File: config.mk
export PLATFORM = sky130hd
export DESIGN_NAME = gbcore_buffered_flat
export DESIGN_NICKNAME = d
export VERILOG_FILES = /design/src/rtl/gbcore_buffered_if.sv /design/src/rtl/gbcore_buffered.sv /design/src/flat_wrapper.sv
export SDC_FILE = /design/constraint.sdc
export NUM_CORES = 1
export LEC_CHECK = 0
export ABC_CLOCK_PERIOD_IN_PS = 5000
export BUFFER_PORTS_ARGS = -buffer_cell sky130_fd_sc_hd__clkbuf_2
export CORE_MARGIN = 3
export CORE_UTILIZATION = 55
export CTS_CLUSTER_DIAMETER = 100
export DETAILED_ROUTE_END_ITERATION = 8
export PLACE_DENSITY_LB_ADDON = 0.12
export SLEW_MARGIN = 20
export SYNTH_ARGS = -nofsm -noshare
export SYNTH_HDL_FRONTEND = slang
export SYNTH_SLANG_ARGS = --single-unit
File: constraint.sdc
create_clock -name clock -period 5 [get_ports clock]
set_clock_uncertainty 0.15 [all_clocks]
set_input_delay 0.25 -clock clock [delete_from_list [all_inputs] [get_ports clock]]
set_output_delay 0.25 -clock clock [all_outputs]
set_load 0.01 [all_outputs]
File: src/rtl/gbcore_buffered_if.sv
// Instruction handshake bundle for gbcore_buffered.
// Carries opcode, immediate and valid/ready between source and core.
interface gbcore_buffered_if #(
  parameter int DATA_W = 8
);
  logic [7:0]        instruction;
  logic [DATA_W-1:0] data;
  logic              in_valid;
  logic              in_ready;

  modport master (
    output instruction, data, in_valid,
    input  in_ready
  );

  modport slave (
    input  instruction, data, in_valid,
    output in_ready
  );
endinterface

File: src/rtl/gbcore_buffered.sv
// Buffered GB-style register/ALU core: instruction FIFO, 8-entry regfile,
// HALT/resume and retired counter. Ports: clock, reset, bus (slave),
// resume, probe {A,B,C,D,E,F,H,L}, halted, retired, fifo_level.
module gbcore_buffered #(
  parameter int DATA_W     = 8,
  parameter int FIFO_DEPTH = 4,
  parameter int CNT_W      = 16
) (
  input  logic                        clock,
  input  logic                        reset,
  gbcore_buffered_if.slave            bus,
  input  logic                        resume,
  output logic [8*DATA_W-1:0]         probe,
  output logic                        halted,
  output logic [CNT_W-1:0]            retired,
  output logic [$clog2(FIFO_DEPTH):0] fifo_level
);
  localparam int AW = $clog2(FIFO_DEPTH);
  localparam int FW = 8 + DATA_W;

  logic [FW-1:0]     mem [FIFO_DEPTH];
  logic [AW-1:0]     wr_ptr, rd_ptr;
  logic [AW:0]       count;
  logic              full, empty, push, pop;

  assign full  = count == (AW+1)'(FIFO_DEPTH);
  assign empty = count == '0;
  assign bus.in_ready = !full && !reset;
  assign push  = bus.in_valid && bus.in_ready;
  assign pop   = !halted && !empty;

  always_ff @(posedge clock)
    if (push) mem[wr_ptr] <= {bus.instruction, bus.data};

  always_ff @(posedge clock or posedge reset) begin
    if (reset) begin
      wr_ptr <= '0;
      rd_ptr <= '0;
      count  <= '0;
    end else begin
      if (push) wr_ptr <= wr_ptr + 1'b1;
      if (pop)  rd_ptr <= rd_ptr + 1'b1;
      case ({push, pop})
        2'b10:   count <= count + 1'b1;
        2'b01:   count <= count - 1'b1;
        default: ;
      endcase
    end
  end

  // rf[6] holds F; index 6 is never a plain source/destination.
  logic [DATA_W-1:0] rf [8];
  logic [7:0]        op;
  logic [DATA_W-1:0] imm, a, s, res;
  logic              cin, c_use;

  assign {op, imm} = mem[rd_ptr];
  assign a   = rf[7];
  assign s   = (op[2:0] == 3'd6) ? '0 : rf[op[2:0]];
  assign cin = rf[6][DATA_W-4];
  // Only ADC (001) and SBC (011) consume the old carry.
  assign c_use = cin && op[3] && !op[5];

  logic [DATA_W:0] sum, dif;
  logic [4:0]      hsum, hdif;

  assign sum  = {1'b0, a} + {1'b0, s} + (DATA_W+1)'(c_use);
  assign dif  = {1'b0, a} - {1'b0, s} - (DATA_W+1)'(c_use);
  assign hsum = {1'b0, a[3:0]} + {1'b0, s[3:0]} + 5'(c_use);
  assign hdif = {1'b0, a[3:0]} - {1'b0, s[3:0]} - 5'(c_use);

  logic fn, fh, fc;
  logic [DATA_W-1:0] flags;

  always_comb begin
    res = sum[DATA_W-1:0];
    fn  = 1'b0;
    fh  = hsum[4];
    fc  = sum[DATA_W];
    unique case (op[5:3])
      3'd0, 3'd1: ;
      3'd2, 3'd3, 3'd7: begin
        res = dif[DATA_W-1:0];
        fn  = 1'b1;
        fh  = hdif[4];
        fc  = dif[DATA_W];
      end
      3'd4: begin
        res = a & s;
        fh  = 1'b1;
        fc  = 1'b0;
      end
      3'd5: begin
        res = a ^ s;
        fh  = 1'b0;
        fc  = 1'b0;
      end
      3'd6: begin
        res = a | s;
        fh  = 1'b0;
        fc  = 1'b0;
      end
    endcase
  end

  assign flags = {res == '0, fn, fh, fc, {(DATA_W-4){1'b0}}};

  logic is_ldi, is_halt, is_ld, is_alu;

  assign is_halt = op == 8'h76;
  assign is_ldi  = op[7:6] == 2'b00 && op[2:0] == 3'b110
                && op[5:3] != 3'b110;
  assign is_ld   = op[7:6] == 2'b01 && !is_halt;
  assign is_alu  = op[7:6] == 2'b10;

  logic              wr_en, f_en, halt_set;
  logic [2:0]        wr_idx;
  logic [DATA_W-1:0] wr_val;

  always_comb begin
    wr_en    = 1'b0;
    f_en     = 1'b0;
    halt_set = 1'b0;
    wr_idx   = op[5:3];
    wr_val   = res;
    if (pop) begin
      unique case (1'b1)
        is_ldi: begin
          wr_en  = 1'b1;
          wr_val = imm;
        end
        is_halt: halt_set = 1'b1;
        is_ld: begin
          wr_en  = 1'b1;
          wr_val = s;
        end
        is_alu: begin
          wr_en  = op[5:3] != 3'd7;
          wr_idx = 3'd7;
          f_en   = 1'b1;
        end
        default: ;
      endcase
    end
  end

  always_ff @(posedge clock or posedge reset) begin
    if (reset) begin
      for (int i = 0; i < 8; i++)
        rf[i] <= (i < 6) ? DATA_W'(i + 1) : '0;
      halted  <= 1'b0;
      retired <= '0;
    end else begin
      if (wr_en && wr_idx != 3'd6) rf[wr_idx] <= wr_val;
      if (f_en) rf[6] <= flags;
      if (halt_set) halted <= 1'b1;
      else if (halted && resume) halted <= 1'b0;
      if (pop) retired <= retired + 1'b1;
    end
  end

  assign probe = {rf[7], rf[0], rf[1], rf[2],
                  rf[3], rf[6], rf[4], rf[5]};
  assign fifo_level = count;
endmodule

File: src/flat_wrapper.sv
// flat-port wrapper written by rule: the top's interface ports become plain ports
module gbcore_buffered_flat 
#(
  parameter int DATA_W     = 8,
  parameter int FIFO_DEPTH = 4,
  parameter int CNT_W      = 16
)
  (clock, reset, resume, probe, halted, retired, fifo_level, bus_instruction, bus_data, bus_in_valid, bus_in_ready);
  gbcore_buffered_if #(.DATA_W(DATA_W)) bus_i ();
  input  logic clock;
  input  logic reset;
  input  logic resume;
  output logic [8*DATA_W-1:0] probe;
  output logic halted;
  output logic [CNT_W-1:0] retired;
  output logic [$clog2(FIFO_DEPTH):0] fifo_level;
  input wire logic [$bits(bus_i.instruction)-1:0] bus_instruction;
  input wire logic [$bits(bus_i.data)-1:0] bus_data;
  input wire logic [$bits(bus_i.in_valid)-1:0] bus_in_valid;
  output wire logic [$bits(bus_i.in_ready)-1:0] bus_in_ready;
  assign bus_i.instruction = bus_instruction;
  assign bus_i.data = bus_data;
  assign bus_i.in_valid = bus_in_valid;
  assign bus_in_ready = bus_i.in_ready;
  gbcore_buffered #(.DATA_W(DATA_W), .FIFO_DEPTH(FIFO_DEPTH), .CNT_W(CNT_W)) u_core (.clock(clock), .reset(reset), .bus(bus_i), .resume(resume), .probe(probe), .halted(halted), .retired(retired), .fifo_level(fifo_level));
endmodule
==> results of run 1 <==
## placed cells by master (no fill, tap or decap), types with 5 or more instances in the layout
cell type / synthesis / layout
a31oi_1: 5 / 5
nor2b_1: 10 / 10
nor3_1: 6 / 6
dfrtp_1: 79 / 79
dlygate4sd3_1: 0 / 18
mux4_2: 18 / 18
o211ai_1: 9 / 9
clkbuf_2: 0 / 104
fa_1: 5 / 5
nor2_1: 28 / 28
inv_1: 46 / 45
edfxtp_1: 64 / 64
xor2_1: 11 / 11
xnor2_1: 18 / 18
clkbuf_16: 0 / 20
nand3_1: 9 / 9
buf_4: 0 / 16
o21ai_1: 8 / 8
and3_1: 7 / 7
a21oi_1: 18 / 18
ha_1: 36 / 36
o21ai_0: 39 / 39
mux2i_1: 27 / 27
or3_1: 5 / 5
dfstp_2: 9 / 9
nand2_1: 75 / 75
mux2_2: 18 / 18
## area by class of cell
cell class	instances	area share (%)
Sequential cell	152	44.58
Tap cell	176	2.374
Multi-Input combinational cell	424	35.68
Inverter	46	1.875
Clock buffer	25	5.855
Clock inverter	7	0.5666
Timing Repair Buffer	139	9.065
## worst min path at each step
stage | end | from | slack, ns
4_1_cts | u_core.wr_ptr[0]$_DFFE_PP0P_ | bus_in_valid | 0.11
6_report | u_core.wr_ptr[0]$_DFFE_PP0P_ | bus_in_valid | 0.15
3_3_place_gp | u_core.wr_ptr[1]$_DFFE_PP0P_ | reset | 0.11
5_1_grt | u_core.wr_ptr[0]$_DFFE_PP0P_ | bus_in_valid | 0.19
3_5_place_dp | u_core.wr_ptr[0]$_DFFE_PP0P_ | reset | 0.12
2_1_floorplan | u_core.mem[0][0]$_DFFE_PP_ | bus_data[0] | 0.20
## sequential cells by signal, summed over array words and instances (netlist names)
signal and flops:
u_core.a 8, u_core.wr_ptr 2, u_core.mem 64, u_core.retired 16, u_core.probe 56, u_core.rd_ptr 2, u_core.fifo_level 3, u_core.halted 1
## kinds of logic after synthesis
logic type	after synthesis
AO/OA/AOI/OAI	123
AND/OR/NAND/NOR	168
XOR/XNOR	29
multiplexers	63
buffers and inverters	76
flip-flops	152
adder cells (fa/ha/maj)	41
## stage by stage
stage	utilization [%]	hold slack, ns	TNS [ns]	cells	setup WS, ns
3_5_place_dp	62.63	0.1164	0	916	0.2373
2_1_floorplan	-	0.1989	0	652	0.4574
3_3_place_gp	62.63	0.1134	0	916	0.3349
5_1_grt	68.68	0.1890	-0.001240	969	-0.001240
4_1_cts	68.37	0.1141	0	966	0.1997
6_report	68.68	0.1456	0	969	0.3260
## routing by layer
metal  GRT usage (%)  vias to the layer above
met5               0                        -
met4           9.671                        0
met3           5.103                       41
met2           41.86                      200
met1           33.15                     2811
li1                -                     2614
## repair_timing
action | 4_1_cts | 5_1_grt
gates resized for setup | 0 | 1
endpoints found under the setup margin | 0 | 15
endpoints found under the hold margin | 89 | 0
hold buffers | 18 | 0
buffers inserted | 0 | 3
## critical path: stages (launching register included)
cell	delay, ns
dfrtp_1	0.45
mux4_2	0.62
mux4_2	0.45
mux2_2	0.33
fa_1	0.45
fa_1	0.44
a21boi_0	0.29
o221a_2	0.27
xor2_1	0.09
a221oi_2	0.26
a21oi_1	0.08
a222oi_1	0.35
buf_4	0.21
o21ai_1	0.08
==> flow_summary_export.csv, run 1 <==
group,metric,value,unit
cells_and_area,fin_area,9275,um2
routing,wl_per_cell,19.72,um
worst_setup_path,r2r_cells,13,
die,initial_core_util,57.42,%
routing,wirelength,19110,um
synth,synth_seq_cells,152,
cells_and_area,fin_nets,841,
place,dp_hpwl,13430,um
timing,slew_headroom,41.50,%
die,die_y,124.7,um
cts,clk_path_buf_depth,2,
routing,highest_layer,"met4",
cells_and_area,seq_area,4135,um2
synth,synth_area,7755,um2
global_routing,antenna_found_initial,0,
global_routing,grt_pass1_wl,31020,um
flow_run,maxCapViolations,0,
routing,wl_met1,8098,um
global_routing,grt_overflow_total,0,
synth,synthDistinctLibCells,62,
die,ios,105,
global_routing,gr-usage-all-layers,25.32,%
routing,dr_wl_met3,1057,um
synth,synth_most_common_cell,"dfrtp_1",
die,rows,42,
worst_setup_path,timing.rr.start,"u_core.rd_ptr[0]$_DFFE_PP0P_",
synth,synthXorXnorAreaFrac,3.275,%
worst_setup_path,worstPathRequired,5.13,ns
synth,synth_commonest_cells,"dfrtp_1, nand2_1, edfxtp_1",
place,place_congestion,0.8823,
cells_and_area,area_growth,19.60,%
routing,met2_length,9475,um
status,outcome,"completed",
synth,synth.avg_cell_area,11.89,um2
place,io_buffers,104,
cts,path_clk_slew,0.06,ns
worst_setup_path,worst-setup-path-type,"flip-flop to flip-flop",
timing,tightest_slew,0.8776,ns
cts,root_buffer,"clkbuf_16",
synth,synth_compound_area_share,10.31,%
timing,hold_viol,0,
worst_setup_path,start_kind,"flip-flop",
synth,synth_edf_count,64,
routing,initialDrtViolationCount,394,
timing,finalSetupViolCount,0,
place,postPlaceCellArea,8458,um2
routing,vias_per_cell,5.847,
routing,drt_first_pass_iters,5,
timing,clock.fmax,213.9,MHz
synth,syn_nets,713,
synth,ys_async_sr_fraction,57.89,%
die,die-area,15560,um2
worst_setup_path,r2r_slack,0.33,ns
synth,synthTopCellsByArea,"dfrtp_1, edfxtp_1, ha_1, mux4_2, nand2_1",
synth,synthMuxAreaShare,11.33,%
cts,cts_buffers,17,
synth,syn_inst,652,
synth,synth_top_family_by_area,"multiplexers",
cts,insertion_delay,0.42,ns
synth,synthSimpleGateAreaFrac,10.58,%
cts,cts.sink_count,152,
synth,synth_top_area_share,25.49,%
worst_setup_path,cp_max_fo,7,
routing,vias,5666,
cells_and_area,multi_input_area,3309,um2
timing,finalCriticalPeriod,4.674,ns
cts,cts_tree,"built",
cts,htreeDepth,4,
hold_path,worstHoldPathCells,3,
synth,synthFlopType,"dfrtp_1",
global_routing,grt_max_degree,65,
routing,drc,0,
worst_setup_path,arrival,4.80,ns
die,die_w,124.7,um
synth,synth_fa_ha_area_share,7.099,%
die,core_area,13510,um2
cells_and_area,diodes,0,
worst_setup_path,worst_r2r_endpoint,"u_core.probe[46]$_DFFE_PP0P_",
synth,seq_area_frac_synth,53.32,%
timing,period_share,93.48,%
hold_path,hold_path.class,"input port to flip-flop",
global_routing,first_global_vias,5800,
synth,yosys_warnings,0,
worst_setup_path,cp-endpoint,"u_core.probe[46]$_DFFE_PP0P_",
worst_setup_path,cp-startpoint,"u_core.rd_ptr[0]$_DFFE_PP0P_",
routing,drtAntennaViolNets,0,
synth,synth_largest_area_cell,"dfrtp_1",
timing,slew_viol_final,0,
cells_and_area,fill_cells,969,
worst_setup_path,end_kind,"flip-flop",
cells_and_area,drive_gt1_share,26.10,%
Power of run 1 is not shown: default switching activity piles up to over one toggle a cycle in this logic, so the estimate is an artifact.
==> inputs of run 2 (changes only) <==
Settings changed: CORE_UTILIZATION 55 to 45.
==> run 2 against run 1 <==
- worst setup slack worse by 0.039 ns
- largest cell class unchanged
- design area is 0.47% higher
- global-route usage is 3.4 points lower
- sequential share of layout area is 0.21 points lower
- final cell count is 4.5% higher
- non-clock buffer count stayed put
- flip-flop and latch count stayed put
- register-to-register slack worse by 0.04 ns
- core utilization is 13 points lower
- highest routed layer unchanged
- count of clock-buffer cells in the layout is 3 lower
- via count is 2.8% lower
==> flow_summary_export.csv, run 2 (synthesis results as in run 1) <==
group,metric,value,unit
place,place_congestion,0.9450,
cells_and_area,fin_nets,841,
cells_and_area,top_register,"u_core.mem",
global_routing,first_global_vias,5636,
worst_setup_path,cp_max_fo,11,
routing,highest_layer,"met4",
cts,cts.sink_count,152,
timing,period_share,94.27,%
cells_and_area,final_cells,1013,
die,rows,47,
hold_path,hold_path.class,"input port to flip-flop",
routing,vias_per_cell,5.438,
routing,vias,5509,
cts,cts_tree,"built",
worst_setup_path,start_kind,"flip-flop",
worst_setup_path,worst-setup-path-type,"flip-flop to flip-flop",
worst_setup_path,end_kind,"flip-flop",
cts,clk_path_buf_depth,2,
cts,postCtsSetupRepairBufs,0,
cells_and_area,fill_cells,1447,
cts,htreeDepth,4,
routing,wl_met1,8531,um
routing,wl_per_cell,19.60,um
timing,slew_viol_final,0,
global_routing,grt_overflow_total,0,
die,ios,105,
cells_and_area,diodes,0,
cells_and_area,largest_reg_flops,64,
cts,path_clk_slew,0.06,ns
die,core_area,16700,um2
worst_setup_path,arrival,4.85,ns
cells_and_area,utilization,55.80,%
place,dp_hpwl,14380,um
place,dp_cells,963,
die,initial_core_util,46.43,%
cts,hold_buffers,18,
die,die_y,137.3,um
timing,finalSetupViolCount,0,
routing,drtAntennaViolNets,0,
die,die_w,137.3,um
die,die-area,18840,um2
cts,post_cts_resize_count,0,
routing,wirelength,19850,um
routing,drt_first_pass_iters,4,
cts,root_buffer,"clkbuf_16",
cells_and_area,layout_commonest_cell,"clkbuf_2",
routing,dr_wl_met3,816,um
flow_run,maxCapViolations,0,
routing,drc,0,
timing,finalCriticalPeriod,4.713,ns
global_routing,grt_max_degree,58,
timing,hold_viol,0,
cts,insertion_delay,0.42,ns
global_routing,antenna_found_initial,0,
cells_and_area,multi_input_area,3303,um2
status,outcome,"completed",
place,io_buffers,104,
timing,tightest_slew,0.9000,ns
routing,initialDrtViolationCount,293,
cts,cts_buffers,17,
timing,finalSetupTns,0,ns
timing,clock.fmax,212.2,MHz
worst_setup_path,worstPathRequired,5.13,ns
timing,slew_headroom,40.00,%
cells_and_area,area_growth,20.17,%
cells_and_area,drive_gt1_share,26.23,%
timing,rsz0062_at_grt,"false",
routing,met2_length,10020,um
global_routing,gr-usage-all-layers,21.91,%
cells_and_area,seq_area,4135,um2
global_routing,grt_pass1_wl,31020,um
cells_and_area,most-common-layout-cells,"clkbuf_2, dfrtp_1, nand2_1, edfxtp_1, inv_1",
==> run 2: critical path, cell delays in order, from the launching register on <==
cell	delay (ns)
dfrtp_1	0.44
mux4_2	0.59
buf_4	0.23
mux2i_1	0.18
o2bb2ai_1	0.08
mux2_2	0.32
fa_1	0.45
fa_1	0.45
a21boi_0	0.31
o221a_2	0.27
xor2_1	0.10
a221oi_2	0.27
a21oi_1	0.08
a222oi_1	0.34
buf_4	0.22
o21ai_1	0.08
==> run 2: final timing paths <==
path | to | startpoint | slack [ns] | cells after the start
max | u_core.probe[54]$_DFFE_PP0P_ | u_core.rd_ptr[0]$_DFFE_PP0P_ | 0.29 | 15
min | u_core.wr_ptr[0]$_DFFE_PP0P_ | bus_in_valid | 0.10 | 3
max reg2reg | u_core.probe[54]$_DFFE_PP0P_ | u_core.rd_ptr[0]$_DFFE_PP0P_ | 0.29 | 15
min reg2reg | u_core.retired[15]$_DFFE_PP0P_ | u_core.retired[15]$_DFFE_PP0P_ | 0.32 | 1
max in group asynchronous | u_core.probe[2]$_DFFE_PP1P_ | reset | 3.37 | 4
min in group asynchronous | u_core.rd_ptr[1]$_DFFE_PP0P_ | reset | 0.39 | 3
==> run 2: per-layer routing <==
| layer | up-vias | GRT usage (%) |
|---|---|---|
| li1 | 2613 | - |
| met1 | 2734 | 28.54 |
| met2 | 124 | 36.21 |
| met3 | 38 | 4.602 |
| met4 | 0 | 8.093 |
| met5 | - | 0 |
==> run 2: metrics by stage <==
stage               hold slack, ns  instance area [um2]  worst slack, ns
floorplan                   0.1989                 7755           0.4574
global placement            0.3097                 8548           0.4051
detailed placement          0.3179                 8548           0.3475
CTS                        0.09494                 9318           0.3047
global route                0.1510                 9319          0.05051
finish                      0.1032                 9319           0.2865
==> run 2: cell type report <==
class                           count  share of cell area [%]
Sequential cell                   152                   44.37
Clock buffer                       22                   5.478
Timing Repair Buffer              139                   9.023
Clock inverter                     10                  0.8459
Multi-Input combinational cell    424                   35.45
Tap cell                          220                   2.954
Inverter                           46                   1.880
Power of run 2 is left out for the same reason.
